$ cat src/rtl/uart_rx_oversampled.sv
// Oversampled UART receiver, 8N1, LSB first.
// rx is double-flopped, then sampled three times around mid-bit with a 2-of-3
// majority vote. Bit timing is phase-locked to the start edge by restarting the
// tick divider when a frame begins. Received bytes are presented on dout with a
// rdy handshake; frame_err and overrun are sticky until err_clr.
//
// state   | meaning
// --------+---------------------------------------------------------------
// S_IDLE  | line idle; waits for a low after having seen the line high
// S_START | validating the start bit; a high majority is a false start
// S_DATA  | shifting in 8 data bits, LSB first
// S_STOP  | stop bit decided mid-bit, then straight back to idle
module uart_rx_oversampled #(
    parameter int CLK_HZ     = 64000000,
    parameter int BAUD       = 115200,
    parameter int OVERSAMPLE = 16
) (
    input  logic       clk,
    input  logic       rst_n,
    input  logic       rx,
    input  logic       rdy_clr,
    input  logic       err_clr,
    output logic [7:0] dout,
    output logic       rdy,
    output logic       frame_err,
    output logic       overrun,
    output logic       busy
);

    localparam int DIV_RAW = (CLK_HZ + (BAUD * OVERSAMPLE) / 2) / (BAUD * OVERSAMPLE);
    localparam int DIV     = (DIV_RAW < 1) ? 1 : DIV_RAW;
    localparam int DW      = (DIV > 1) ? $clog2(DIV) : 1;
    localparam int CW      = $clog2(OVERSAMPLE);
    localparam int M       = OVERSAMPLE / 2;

    localparam logic [DW-1:0] DIV_LAST = DW'(DIV - 1);
    localparam logic [CW-1:0] T_PRE    = CW'(M - 1);
    localparam logic [CW-1:0] T_MID    = CW'(M);
    localparam logic [CW-1:0] T_DEC    = CW'(M + 1);
    localparam logic [CW-1:0] T_LAST   = CW'(OVERSAMPLE - 1);

    typedef enum logic [1:0] {
        S_IDLE  = 2'd0,
        S_START = 2'd1,
        S_DATA  = 2'd2,
        S_STOP  = 2'd3
    } state_t;

    state_t        state_q, state_d;
    logic [DW-1:0] div_q, div_d;
    logic [CW-1:0] tick_cnt_q, tick_cnt_d;
    logic [2:0]    bit_cnt_q, bit_cnt_d;
    logic [7:0]    shift_q, shift_d;
    logic [1:0]    samp_q, samp_d;
    logic          rx_meta_q, rx_sync_q;
    logic          armed_q, armed_d;
    logic [7:0]    dout_q, dout_d;
    logic          rdy_q, rdy_d;
    logic          frame_err_q, frame_err_d;
    logic          overrun_q, overrun_d;

    logic tick;
    logic maj;
    logic decide;

    // Two-flop synchronizer; both stages read as idle-high in reset.
    always_ff @(posedge clk) begin
        if (!rst_n) begin
            rx_meta_q <= 1'b1;
            rx_sync_q <= 1'b1;
        end else begin
            rx_meta_q <= rx;
            rx_sync_q <= rx_meta_q;
        end
    end

    // State register for the FSM, timing counters and output flags.
    always_ff @(posedge clk) begin
        if (!rst_n) begin
            state_q     <= S_IDLE;
            div_q       <= '0;
            tick_cnt_q  <= '0;
            bit_cnt_q   <= '0;
            shift_q     <= '0;
            samp_q      <= '0;
            armed_q     <= 1'b0;
            dout_q      <= 8'h00;
            rdy_q       <= 1'b0;
            frame_err_q <= 1'b0;
            overrun_q   <= 1'b0;
        end else begin
            state_q     <= state_d;
            div_q       <= div_d;
            tick_cnt_q  <= tick_cnt_d;
            bit_cnt_q   <= bit_cnt_d;
            shift_q     <= shift_d;
            samp_q      <= samp_d;
            armed_q     <= armed_d;
            dout_q      <= dout_d;
            rdy_q       <= rdy_d;
            frame_err_q <= frame_err_d;
            overrun_q   <= overrun_d;
        end
    end

    // Next-state logic: tick generation, bit sampling, and byte hand-off.
    always_comb begin
        state_d     = state_q;
        div_d       = div_q;
        tick_cnt_d  = tick_cnt_q;
        bit_cnt_d   = bit_cnt_q;
        shift_d     = shift_q;
        samp_d      = samp_q;
        armed_d     = armed_q;
        dout_d      = dout_q;
        rdy_d       = rdy_q;
        frame_err_d = frame_err_q;
        overrun_d   = overrun_q;
        decide      = 1'b0;

        tick = (div_q == DIV_LAST);
        maj  = (samp_q[0] & samp_q[1]) | (samp_q[0] & rx_sync_q) | (samp_q[1] & rx_sync_q);

        if (state_q == S_IDLE) begin
            div_d      = '0;
            tick_cnt_d = '0;
            bit_cnt_d  = '0;
        end else begin
            div_d = tick ? '0 : div_q + DW'(1);
            if (tick) begin
                tick_cnt_d = (tick_cnt_q == T_LAST) ? '0 : tick_cnt_q + CW'(1);
                if (tick_cnt_q == T_PRE) samp_d[0] = rx_sync_q;
                if (tick_cnt_q == T_MID) samp_d[1] = rx_sync_q;
            end
        end

        case (state_q)
            S_IDLE: begin
                // A held-low line (break) must go high before another start is accepted.
                if (rx_sync_q) armed_d = 1'b1;
                if (armed_q && !rx_sync_q) begin
                    state_d = S_START;
                    armed_d = 1'b0;
                end
            end
            S_START: begin
                if (tick && tick_cnt_q == T_DEC && maj) begin
                    state_d = S_IDLE;
                end else if (tick && tick_cnt_q == T_LAST) begin
                    state_d = S_DATA;
                end
            end
            S_DATA: begin
                if (tick && tick_cnt_q == T_DEC) begin
                    shift_d = {maj, shift_q[7:1]};
                end
                if (tick && tick_cnt_q == T_LAST) begin
                    if (bit_cnt_q == 3'd7) begin
                        state_d = S_STOP;
                    end else begin
                        bit_cnt_d = bit_cnt_q + 3'd1;
                    end
                end
            end
            S_STOP: begin
                if (tick && tick_cnt_q == T_DEC) begin
                    decide  = 1'b1;
                    state_d = S_IDLE;
                end
            end
            default: state_d = S_IDLE;
        endcase

        if (err_clr) begin
            frame_err_d = 1'b0;
            overrun_d   = 1'b0;
        end
        if (rdy_clr) rdy_d = 1'b0;

        // A set on the decision cycle overrides any clear in the same cycle.
        if (decide) begin
            if (maj) begin
                if (!rdy_q || rdy_clr) begin
                    dout_d = shift_q;
                    rdy_d  = 1'b1;
                end else begin
                    overrun_d = 1'b1;
                end
            end else begin
                frame_err_d = 1'b1;
            end
        end
    end

    assign dout      = dout_q;
    assign rdy       = rdy_q;
    assign frame_err = frame_err_q;
    assign overrun   = overrun_q;
    assign busy      = (state_q != S_IDLE);

endmodule

$ cat config.mk
export PLATFORM = sky130hd
export DESIGN_NAME = uart_rx_oversampled
export DESIGN_NICKNAME = d
export VERILOG_FILES = /design/src/rtl/uart_rx_oversampled.sv
export SDC_FILE = /design/constraint.sdc
export NUM_CORES = 1
export LEC_CHECK = 0
export ABC_AREA = 1
export CORE_ASPECT_RATIO = 0.9
export CORE_UTILIZATION = 55
export CTS_CLUSTER_DIAMETER = 100
export DETAILED_ROUTE_END_ITERATION = 12
export PLACE_DENSITY = 0.77
export SLEW_MARGIN = 15
export SYNTH_ARGS = -nofsm -noshare
export SYNTH_HDL_FRONTEND = slang
export SYNTH_SLANG_ARGS = --single-unit
$ cat constraint.sdc
create_clock -name clk -period 1.7 [get_ports clk]
set_input_delay 0.255 -clock clk [delete_from_list [all_inputs] [get_ports clk]]
set_output_delay 0.255 -clock clk [all_outputs]
set_load 0.02 [all_outputs]
==> flow_metrics.tcl <==
set metrics [dict create \
    insertedDiodeCount 0 \
    wl_met1_um 1540 \
    clockBufferDepth 2 \
    synth_cells 212 \
    grt_antenna_before_repair 0 \
    core_region_area_mm2 0.00286 \
    period_needed_ns 1.61 \
    drc 0 \
    start_util_pct 60.1 \
    p_int_mw 1.29 \
    portBuffers 16 \
    wl_met3_um 138 \
    worstSetupPathType "reg2reg" \
    synth_top_area_share_pct 45.4 \
    drive_gt1_share_pct 16.6 \
    nets 252 \
    clkPwrFrac_pct 40.2 \
    crit_start "div_q[0]" \
    maxCapViolCount 0 \
    synth-seq-area-share_pct 45.4 \
    wl_met2_um 1650 \
    path_clk_slew_ns 0.12 \
    syn-num-nets 224 \
    ant_nets 0 \
    yosysTopAreaCell "dfxtp_1" \
    die_w_um 60.9 \
    grt_usage_pct 21.8 \
    cp-start-kind "flip-flop" \
    sw_frac_of_total_pct 21.7 \
    p_leak_nw 0.811 \
    gp_congestion 0.784 \
    skew_ns 0.00773 \
    grt_pass1_vias 1279 \
    place_area_mm2 0.00191 \
    avgSynthCellArea_um2 8.11 \
    final_hold_viol_count 0 \
    hold_path_class "reg2reg" \
    die_h_um 55.0 \
    grt_pass1_wl_um 5200 \
    synthesis.area_mm2 0.00172 \
    hold_buffers 0 \
    period_share_pct 94.7 \
    cts_tree "done" \
    fmax_ghz 0.621 \
    vias 1440 \
    crit_chain "inv_1 > ha_2 > nand3_4 > nor3_4 > nand2_4 > nor2_8 > buf_4 > o21ai_2 > nor2_1" \
    ys_ff_latch 39 \
    setup_tns_ns 0 \
    arrival_ns 1.93 \
    overflow 0 \
    root_buffer "clkbuf_4" \
    ir_drop_mv 0.519 \
    worstPathRequired_ns 2.02 \
    clock-sinks 39 \
    critPathSlowestCell "dfxtp_2" \
    fin_area_mm2 0.00206 \
    area_growth_pct 19.9 \
    worstSkewPairLatency_ns 0.36 \
    hold_start "rx_meta_q" \
    die-area_mm2 0.00335 \
    crit_path_end_kind "flip-flop" \
    outcome "finished clean" \
    via_per_inst 5.12 \
    drt-initial-drc-count 45 \
    setup_viol 0 \
    instances_no_fill 281 \
    netSwitchingPower_mw 0.357 \
    wirelength_um 3380 \
    firstDrtPassIters 4 \
    dpl.hpwl_um 2350 \
    synthDistinctLibCells 29 \
    ys.warnings.count 0 \
    slew_viol_final 0 \
    synth_area_leaders "dfxtp_1 (45%), a21oi_1 (8.2%), nand2_1 (7.0%), inv_1 (6.6%), o21ai_0 (5.2%)" \
    tightest_slew_ns 0.300 \
    p_per_area_mw_per_mm2 801 \
    row_count 18 \
    worst_path_largest_cell_delay_ns 0.36 \
    cts_made_buffers 5 \
    ioPinCount 17 \
    comb_power_share_pct 3.7 \
    path_max_fanout 9 \
    htreeDepth 2 \
    seq_power_share_pct 56.0 \
    wire_per_inst_um 12.0 \
    slew_headroom_pct 79.9 \
    placedCellCount 268 \
    routed.top_layer "met4" \
    grt_max_degree 24 \
    timing.rr.start "div_q[0]" \
]
## final timing paths
path / cells after the start / slack, ns / endpoint
worst min-delay path: 1 / 0.45 / rx_sync_q
worst max register to register: 9 / 0.09 / dout[7]
worst min register to register: 1 / 0.45 / rx_sync_q
worst max-delay path: 9 / 0.09 / dout[7]
## flip-flops by register name (all words and copies together) (netlist names), 2 cells and up, named ones only
signal and cells:
dout 8, tick_cnt_q 4, samp_q 2, div_q 6, shift_q 8, bit_cnt_q 3
## metrics by stage
step           utilization, %  hold slack, ns  total power [mW]  worst slack [ns]
5_1_grt                  72.0           0.463              1.71           -0.0241
3_3_place_gp             66.9           0.404              1.00             0.141
6_report                 72.0           0.446              1.65            0.0909
2_1_floorplan               -           0.362             0.982             0.276
4_1_cts                  69.9           0.452              1.65            0.0499
3_5_place_dp             66.9           0.425              1.01            0.0780
## synthesized netlist by cell type
cell type  number
a21oi_1        28
a21oi_2         2
and3_2          1
buf_6           1
buf_8           2
clkbuf_1        1
dfxtp_1        39
ha_1            7
inv_1          30
nand2_1        32
nand2_2         1
nand2_4         1
nand3_1         6
nand3_4         1
nand3b_1        1
nand4_1         4
nor2_1         19
nor2_2          1
nor2_4          1
nor2_8          1
nor3_1          3
nor3_4          1
nor3b_1         1
o21a_1          2
o21ai_0        18
o21ai_1         2
o21ai_2         3
or2_2           2
xnor2_1         1
## worst max-delay path, delay by kind of cell (launching register included)
kind / cells / cell delay (ns)
and+or+nand+nor: 5 / 0.77
adders and majority gates: 1 / 0.21
buffers and inverters: 2 / 0.20
AOI/OAI and AO/OA: 1 / 0.04
DFF: 1 / 0.36
## power by group through the flow
stage	clock (mW)	combinational [mW]	sequential, mW
global placement	0	0.0577	0.945
finish	0.664	0.0618	0.925
global route	0.710	0.0686	0.927
CTS	0.668	0.0606	0.925
detailed placement	0	0.0609	0.945
floorplan	0	0.0374	0.944
## final cells by class
| type | count | area (um2) |
|---|---|---|
| Clock inverter | 2 | 35.0 |
| Timing Repair Buffer | 24 | 220 |
| Inverter | 30 | 113 |
| Sequential cell | 39 | 785 |
| Tap cell | 40 | 50.0 |
| Fill cell | 236 | 800 |
| Multi-Input combinational cell | 140 | 807 |
| Clock buffer | 6 | 51.3 |
## layout by cell type, fill, tap and decap left out, types with 3 or more instances in the layout
master,n
o21ai_2,3
nand2_1,32
ha_1,6
dfxtp_2,3
buf_4,8
nor3_1,3
clkbuf_4,5
nand4_1,4
inv_1,30
nor2_2,4
nand3_1,5
a21oi_1,28
clkdlybuf4s50_1,15
nor2_1,16
o21ai_0,18
dfxtp_1,36
## per-layer routing
layer	up-vias	global-route usage, %
met5	-	0
met4	0	12.9
met3	7	5.81
met2	24	39.2
met1	664	23.3
li1	745	-
## logic make-up (layout without fill, tap and decap cells)
logic type / after synthesis / count (layout) / share of synthesized area, %
buffers and inverters: 34 / 62 / 9.17
xor gates and xnor gates: 1 / 1 / 0.510
adders and majority gates: 7 / 7 / 5.09
AOI/OAI and AO/OA: 55 / 55 / 17.4
and+or+nand+nor: 76 / 77 / 22.4
DFF: 39 / 39 / 45.4
## timing repair
action,in CTS,in global routing
pin swaps,0,2
gates resized for setup,1,9
gates cloned,0,1
endpoints found under the setup margin,1,18
buffers inserted,0,4
Note: power is estimated with default switching activity, not from simulation.
